`src/rtl/load_store_unit_pkg.sv`:
```
// Shared types and constants for the load/store sequencer and its data memory port.
// Memory strobe encoding is active-low for writes: DM_READ=1, DM_WRITE=0.
package load_store_unit_pkg;

  localparam int ADDR_W   = 8;
  localparam int DATA_W   = 8;
  localparam int DM_DEPTH = 12;

  localparam logic DM_READ  = 1'b1;
  localparam logic DM_WRITE = 1'b0;

  typedef enum logic [2:0] {
    ST_IDLE  = 3'd0,
    ST_READ  = 3'd1,
    ST_SETUP = 3'd2,
    ST_WRITE = 3'd3,
    ST_RESP  = 3'd4
  } lsu_state_t;

  // Unsigned, full-width compare against the implemented depth.
  function automatic logic addr_in_range(input logic [ADDR_W-1:0] addr,
                                         input int unsigned depth);
    return 32'(addr) < depth;
  endfunction

endpackage

```
`src/rtl/load_store_unit_if.sv`:
```
// Request/response handshake between the execute stage (master) and the load/store unit (slave).
interface load_store_unit_if;
  import load_store_unit_pkg::*;

  logic              req_valid;
  logic              req_ready;
  logic              req_write;
  logic [ADDR_W-1:0] req_addr;
  logic [DATA_W-1:0] req_wdata;
  logic              rsp_valid;
  logic              rsp_ready;
  logic [DATA_W-1:0] rsp_rdata;
  logic              rsp_err;

  modport master (
    output req_valid, req_write, req_addr, req_wdata, rsp_ready,
    input  req_ready, rsp_valid, rsp_rdata, rsp_err
  );

  modport slave (
    input  req_valid, req_write, req_addr, req_wdata, rsp_ready,
    output req_ready, rsp_valid, rsp_rdata, rsp_err
  );

endinterface

```
`src/rtl/load_store_unit.sv`:
```
// Load/store sequencer: one request at a time, range check, glitch-free memory strobe
// (address/data settle a cycle before the one-cycle write pulse), registered response.
module load_store_unit
  import load_store_unit_pkg::*;
#(
  parameter int unsigned DEPTH = DM_DEPTH
) (
  input  logic              clk,
  input  logic              rst,
  load_store_unit_if.slave  bus,
  output logic [ADDR_W-1:0] dm_address,
  output logic [DATA_W-1:0] dm_writedata,
  output logic              dm_mem_write,
  input  logic [DATA_W-1:0] dm_readdata,
  output logic [7:0]        err_count
);

  lsu_state_t        state_q, state_d;
  logic              req_ready_q, req_ready_d;
  logic              rsp_valid_q, rsp_valid_d;
  logic [DATA_W-1:0] rsp_rdata_q, rsp_rdata_d;
  logic              rsp_err_q, rsp_err_d;
  logic [ADDR_W-1:0] dm_address_q, dm_address_d;
  logic [DATA_W-1:0] dm_writedata_q, dm_writedata_d;
  logic              dm_mem_write_q, dm_mem_write_d;
  logic [7:0]        err_count_q, err_count_d;

  logic accept;
  logic addr_ok;

  assign accept  = (state_q == ST_IDLE) && bus.req_valid && req_ready_q;
  assign addr_ok = addr_in_range(bus.req_addr, DEPTH);

  always_ff @(posedge clk or posedge rst) begin
    if (rst) begin
      state_q <= ST_IDLE;
    end else begin
      state_q <= state_d;
    end
  end

  always_comb begin
    state_d = state_q;
    case (state_q)
      ST_IDLE: begin
        if (accept) begin
          if (!addr_ok)          state_d = ST_RESP;
          else if (bus.req_write) state_d = ST_SETUP;
          else                   state_d = ST_READ;
        end
      end
      ST_READ:  state_d = ST_RESP;
      ST_SETUP: state_d = ST_WRITE;
      ST_WRITE: state_d = ST_RESP;
      ST_RESP:  if (bus.rsp_ready) state_d = ST_IDLE;
      default:  state_d = ST_IDLE;
    endcase
  end

  // Every output is a flop; its next value is derived from the next state.
  always_comb begin
    dm_address_d   = dm_address_q;
    dm_writedata_d = dm_writedata_q;
    rsp_rdata_d    = rsp_rdata_q;
    rsp_err_d      = rsp_err_q;
    err_count_d    = err_count_q;

    if (accept) begin
      dm_address_d   = bus.req_addr;
      dm_writedata_d = bus.req_wdata;
      rsp_rdata_d    = '0;
      rsp_err_d      = !addr_ok;
      if (!addr_ok && (err_count_q != 8'hFF)) begin
        err_count_d = err_count_q + 8'd1;
      end
    end

    if (state_q == ST_READ) begin
      rsp_rdata_d = dm_readdata;
    end

    req_ready_d    = (state_d == ST_IDLE);
    rsp_valid_d    = (state_d == ST_RESP);
    dm_mem_write_d = (state_d == ST_WRITE) ? DM_WRITE : DM_READ;
  end

  always_ff @(posedge clk or posedge rst) begin
    if (rst) begin
      req_ready_q    <= 1'b1;
      rsp_valid_q    <= 1'b0;
      rsp_rdata_q    <= '0;
      rsp_err_q      <= 1'b0;
      dm_address_q   <= '0;
      dm_writedata_q <= '0;
      dm_mem_write_q <= DM_READ;
      err_count_q    <= '0;
    end else begin
      req_ready_q    <= req_ready_d;
      rsp_valid_q    <= rsp_valid_d;
      rsp_rdata_q    <= rsp_rdata_d;
      rsp_err_q      <= rsp_err_d;
      dm_address_q   <= dm_address_d;
      dm_writedata_q <= dm_writedata_d;
      dm_mem_write_q <= dm_mem_write_d;
      err_count_q    <= err_count_d;
    end
  end

  assign bus.req_ready = req_ready_q;
  assign bus.rsp_valid = rsp_valid_q;
  assign bus.rsp_rdata = rsp_rdata_q;
  assign bus.rsp_err   = rsp_err_q;
  assign dm_address    = dm_address_q;
  assign dm_writedata  = dm_writedata_q;
  assign dm_mem_write  = dm_mem_write_q;
  assign err_count     = err_count_q;

endmodule

```
`src/flat_wrapper.sv`:
```
// flat-port wrapper written by rule: the top's interface ports become plain ports
module load_store_unit_flat import load_store_unit_pkg::*;
#(
  parameter int unsigned DEPTH = DM_DEPTH
)
  (clk, rst, dm_address, dm_writedata, dm_mem_write, dm_readdata, err_count, bus_req_valid, bus_req_write, bus_req_addr, bus_req_wdata, bus_rsp_ready, bus_req_ready, bus_rsp_valid, bus_rsp_rdata, bus_rsp_err);
  load_store_unit_if bus_i ();
  input  logic clk;
  input  logic rst;
  output logic [ADDR_W-1:0] dm_address;
  output logic [DATA_W-1:0] dm_writedata;
  output logic dm_mem_write;
  input  logic [DATA_W-1:0] dm_readdata;
  output logic [7:0] err_count;
  input wire logic [$bits(bus_i.req_valid)-1:0] bus_req_valid;
  input wire logic [$bits(bus_i.req_write)-1:0] bus_req_write;
  input wire logic [$bits(bus_i.req_addr)-1:0] bus_req_addr;
  input wire logic [$bits(bus_i.req_wdata)-1:0] bus_req_wdata;
  input wire logic [$bits(bus_i.rsp_ready)-1:0] bus_rsp_ready;
  output wire logic [$bits(bus_i.req_ready)-1:0] bus_req_ready;
  output wire logic [$bits(bus_i.rsp_valid)-1:0] bus_rsp_valid;
  output wire logic [$bits(bus_i.rsp_rdata)-1:0] bus_rsp_rdata;
  output wire logic [$bits(bus_i.rsp_err)-1:0] bus_rsp_err;
  assign bus_i.req_valid = bus_req_valid;
  assign bus_i.req_write = bus_req_write;
  assign bus_i.req_addr = bus_req_addr;
  assign bus_i.req_wdata = bus_req_wdata;
  assign bus_i.rsp_ready = bus_rsp_ready;
  assign bus_req_ready = bus_i.req_ready;
  assign bus_rsp_valid = bus_i.rsp_valid;
  assign bus_rsp_rdata = bus_i.rsp_rdata;
  assign bus_rsp_err = bus_i.rsp_err;
  load_store_unit #(.DEPTH(DEPTH)) u_core (.clk(clk), .rst(rst), .bus(bus_i), .dm_address(dm_address), .dm_writedata(dm_writedata), .dm_mem_write(dm_mem_write), .dm_readdata(dm_readdata), .err_count(err_count));
endmodule
```
`config.mk`:
```
export PLATFORM = sky130hd
export DESIGN_NAME = load_store_unit_flat
export DESIGN_NICKNAME = d
export VERILOG_FILES = /design/src/rtl/load_store_unit_pkg.sv /design/src/rtl/load_store_unit_if.sv /design/src/rtl/load_store_unit.sv /design/src/flat_wrapper.sv
export SDC_FILE = /design/constraint.sdc
export NUM_CORES = 1
export LEC_CHECK = 0
export BUFFER_PORTS_ARGS = -buffer_cell sky130_fd_sc_hd__buf_2
export CAP_MARGIN = 20
export CORE_ASPECT_RATIO = 1.4
export CORE_MARGIN = 2
export CORE_UTILIZATION = 51
export CTS_BUF_LIST = sky130_fd_sc_hd__clkbuf_16
export DETAILED_ROUTE_END_ITERATION = 10
export GPL_ROUTABILITY_DRIVEN = 0
export PLACE_DENSITY = 0.83
export SETUP_SLACK_MARGIN = 0.02
export SYNTH_ARGS = -nofsm -noshare
export SYNTH_HDL_FRONTEND = slang
export SYNTH_SLANG_ARGS = --single-unit
```
`constraint.sdc`:
```
create_clock -name clk -period 5.05 [get_ports clk]
set_input_delay 0 -clock clk [delete_from_list [all_inputs] [get_ports clk]]
set_output_delay 0 -clock clk [all_outputs]
set_load 0.05 [all_outputs]
```
# ---- Word level (Yosys, flattened, before mapping)
# Cells that the tools add are included.
dict set report word_totals {
  word_cells 35
  regBits 39
}
dict set report op_classes {
  n_mux 8
  add_sub_neg 1
  magnitude_cmp 1
  n_eq_ne 7
  n_reduce_logical 9
}
# operator n
set ops {}
lappend ops {{$mux W8} 2}
lappend ops {{$pmux W3 S4} 1}
lappend ops {{$eq A3 B2 Y1 const B} 3}
lappend ops {{$mux W3} 3}
lappend ops {{$add A8 B1 Y8 const B} 1}
lappend ops {{$lt A8 B4 Y1 const B} 1}
lappend ops {{$ne A8 B8 Y1 const B} 1}
lappend ops {{$eq A3 B3 Y1 const B} 2}
lappend ops {{$logic_not A3 Y1} 2}
lappend ops {{$eq A3 B1 Y1 const B} 1}
lappend ops {{$logic_and A1 B1 Y1} 3}
lappend ops {{$mux W2} 1}
lappend ops {{$reduce_and A2 Y1} 1}
lappend ops {{$reduce_bool A2 Y1} 1}
lappend ops {{$reduce_or A2 Y1} 1}
lappend ops {{$logic_not A1 Y1} 1}
lappend ops {{$mux W1} 1}

# ---- Logic depth before layout (Yosys ltp)
dict set report depth {
  ltp_word 7
  mapped_depth 7
}

# ---- Worst setup path after synthesis
# No wires, ideal clock.
dict set report synth_path {
  path_kind {reg-to-reg}
  from {register u_core.err_count_q[0], in the netlist u_core.err_count[0]}
  to {register u_core.err_count_q[1], in the netlist u_core.err_count[1]}
  slack_ns 3.063
  setup_ns 0.128
  t_arrival_ns 1.860
  path_stages_with_launch 7
  cell_sequence {dfrtp_1 > ha_1 > nand2_1 > or3_1 > clkbuf_1 > nand3_2 > mux2_1}
}
dict set report synth_via {
  elab_chain_cells 3
  word_cells_on_any_way 4
}
# element line_no
set synth_rtl {}
lappend synth_rtl {{from (decl)} load_store_unit.sv:26} ;# logic [7:0] err_count_q, err_count_d;
lappend synth_rtl {{from (signal assigned)} load_store_unit.sv:105} ;# err_count_q <= err_count_d;
lappend synth_rtl {{branches (longest 3 deep; another with $add A8 B1 Y8)} --}
# Several ways; the timed one is not identified.
# A chain may end at the register's enable or synchronous reset.

# ---- Final worst setup path
dict set report layout_path {
  from {register u_core.state_q[2]}
  to {register u_core.err_count_q[1], in the netlist u_core.err_count[1]}
}
dict set report layout_via {
  elab_chain_cells 4
}
# element line_no
set layout_rtl {}
lappend layout_rtl {{from (decl)} load_store_unit.sv:18} ;# lsu_state_t state_q, state_d;
lappend layout_rtl {{from (signal assigned)} load_store_unit.sv:38} ;# state_q <= state_d;
lappend layout_rtl {{$logic_not A3 Y1} load_store_unit.sv:31} ;# assign accept = (state_q == ST_IDLE) && bus.req_valid && req_ready_q;
lappend layout_rtl {{$logic_and A1 B1 Y1 (2 in a row)} load_store_unit.sv:31}
lappend layout_rtl {{$reduce_and A2 Y1 (no line)} --}
# No other way between the ends.

==> results.yml <==
run_status:
  status: "finished clean"
place:
  hpwl_um: 2470
  pre_cts_slack_ns: 3.18
  place_inst: 236
  io_buffer_count: 64
finish:
  multi_input_comb_area_um2: 633
  seqCellArea_um2: 978
  nFillCells: 217
  fin_cells: 267
  layout_common_cells: "buf_2 (64), dfrtp_1 (37), dlygate4sd3_1 (23)"
  antenna_cells: 0
  area_growth_pct: 41.0
  layout-drive-gt1-share_pct: 42.5
  nets: 257
  layout_commonest_cell: "buf_2"
timing:
  worst_hold_slack_ns: 0.00435
  fmax_mhz: 532
  drv_slew: 0
  relSlewSlack_pct: 66.8
  grt_setup_unrepaired: "false"
  fin_tns_setup_ns: 0
  finalClockSkew_ns: 0.00493
  worst_slew_pin_slew_ns: 0.497
  layout_setup_ws_ns: 3.17
  post-route-period-util_pct: 37.2
  min_period_ns: 1.88
  finalHoldViolCount: 0
  finalSetupViolCount: 0
grt:
  track_usage_pct: 22.5
  grt_busiest_layer: "met2"
  met3_usage_pct: 7.20
  grt_pass1_wl_um: 6200
  antenna_found_initial: 0
  grt_remaining_overflow: 0
  grt_pass1_vias: 1485
  grt_use_met1_pct: 23.0
  grt_max_degree: 40
  grtUsageMet2_pct: 38.9
critical_path:
  crit_path_start_kind: "flip-flop"
  criticalPathCategory: "flip-flop to flip-flop"
  required_ns: 5.21
  path_max_fanout: 38
  critPathCaptureType: "flip-flop"
  arrival_ns: 2.04
logic_synthesis:
  syn-num-nets: 169
  ys_ff_latch: 39
  synth_top_family_by_area: "simple AND/OR/NAND/NOR gates"
  yosys.area.top_type_share_pct: 55.1
  yosysSeqAreaShare_pct: 58.2
  synth_top_cell_by_area: "dfrtp_1"
  synth.distinct_cells: 32
  synthSimpleGateAreaFrac_pct: 15.1
  syn-cell-area_um2: 1680
  synthTopCellsByArea: "dfrtp_1 (55%), mux2_2 (11%), nand2_1 (4.7%), dfstp_2 (3.1%), xnor2_1 (3.1%)"
  synth_compound_area_share_pct: 6.63
  syn_avg_cell_area_um2: 12.1
  synth_fa_ha_area_share_pct: 0.745
  synth_xor_area_share_pct: 3.13
  muxShareOfSynthArea_pct: 12.1
  yosys_warnings: 0
  synthCells: 139
pwr:
  pwr-share-seq_pct: 33.5
  p_sw_share_pct: 46.2
  vdd_drop_max_mv: 0.554
  powerDensity_nw_per_um2: 624
  combPwrFrac_pct: 46.5
  switchingPower_uw: 682
  clockPowerShare_pct: 20.0
  p_leak_uw: 0.00111
  internal-power_uw: 796
drt:
  vias: 1389
  post_drt_wl_per_cell_um: 14.6
  viasPerCell: 5.20
  drt_iter0_drc: 36
  postRouteWirelength_um: 3890
  antenna_left: 0
  dr.pass1.iters: 4
  drc: 0
hold_path:
  hold_path_class: "input port to flip-flop"
die:
  die_x_um: 52.5
  core_area_um2: 3120
  rows: 24
  die_height_um: 71.9
  initial_core_util_pct: 53.8
  die_area_um2: 3780
  pin_count: 65
clock_tree:
  clock_latency_ns: 0.28
  cts_tree: "yes"
  clockBufferDepth: 2
  cts_sinks: 39
  path_clk_slew_ns: 0.06
  postCtsSetupBuffers: 0
  numCtsBuffers: 5
  root_buffer: "clkbuf_16"
  cts_max_level: 2
run:
  max_cap_violations: 0
registers in the layout (all words and copies together), names as in the netlist:
signal	flops
u_core.bus.rsp_valid	1
u_core.dm_mem_write	1
u_core.dm_address	8
u_core.err_count	8
u_core.dm_writedata	8
u_core.state_q	3
u_core.bus.rsp_err	1
u_core.bus.rsp_rdata	8
u_core.bus.req_ready	1
timing repair:
action | CTS | global route
resized for setup | 0 | 0
endpoints found under the hold margin | 59 | 0
hold buffers | 23 | 0
worst max-delay path, cell delays in order (launching register included):
cell and delay [ns]:
dfrtp_1 0.48, nor2_4 0.17, and4b_4 0.58, nand3_2 0.17, mux2_1 0.35
layout make-up:
cell class              count  share of cell area (%)
repair buffers             88                    23.5
clock inverters             3                   0.634
flip-flops and latches     39                    41.3
multi-input cells          90                    26.7
well taps                  39                    2.06
inverters                   3                   0.475
clock buffers               5                    5.28
synth_stat cells (all sizes together):
cell,number
a21o,1
a21oi,7
a31oi,2
and2,1
and3,1
and4b,1
buf,6
clkbuf,1
dfrtp,37
dfstp,2
ha,1
inv,3
mux2,18
nand2,21
nand3,2
nand4,6
nand4bb,1
nor2,7
nor2b,1
nor3,2
o21ai,8
o22a,1
or2,1
or3,1
or4,1
xnor2,6
routing by layer:
| metal | vias to the layer above | wire length [um] | part of all wire (%) |
|---|---|---|---|
| met5 | - | 0 | 0 |
| met4 | 0 | 135 | 3.5 |
| met3 | 13 | 265 | 6.8 |
| met2 | 61 | 2010 | 52 |
| met1 | 657 | 1480 | 38 |
| li1 | 658 | - | - |
power by group through the flow:
stage	clock network, uW	logic (uW)	registers, uW
after floorplan	0	209	827
after global placement	0	659	489
after detailed placement	0	673	494
after CTS	301	688	491
after global routing	313	721	508
final	296	687	495
logic make-up after synthesis:
logic type	after synthesis
compound gates	19
xor+xnor	6
fa+ha+maj	1
buf+inv	10
flops	39
mux	18
simple gates	46
metrics by stage:
| stage | utilization (%) | power [uW] | cell area, um2 |
|---|---|---|---|
| after global placement | 64.0 | 1150 | 2000 |
| final | 75.9 | 1480 | 2370 |
| after detailed placement | 64.0 | 1170 | 2000 |
| after CTS | 75.9 | 1480 | 2370 |
| after global routing | 75.9 | 1540 | 2370 |
| after floorplan | - | 1040 | 1680 |
final timing paths:
check,startpoint,cells past startpoint,slack (ns),end
worst max-delay path,u_core.state_q[2],4,3.17,u_core.err_count[1]
worst min-delay path,bus_req_addr[2],2,0.004,u_core.dm_address[2]
worst max register to register,u_core.state_q[2],4,3.17,u_core.err_count[1]
worst min register to register,u_core.err_count[7],1,0.50,u_core.err_count[7]
max in group asynchronous,rst,4,4.29,u_core.dm_mem_write
min in group asynchronous,rst,4,0.41,u_core.dm_writedata[4]
Note: power is estimated with default switching activity, not from simulation.
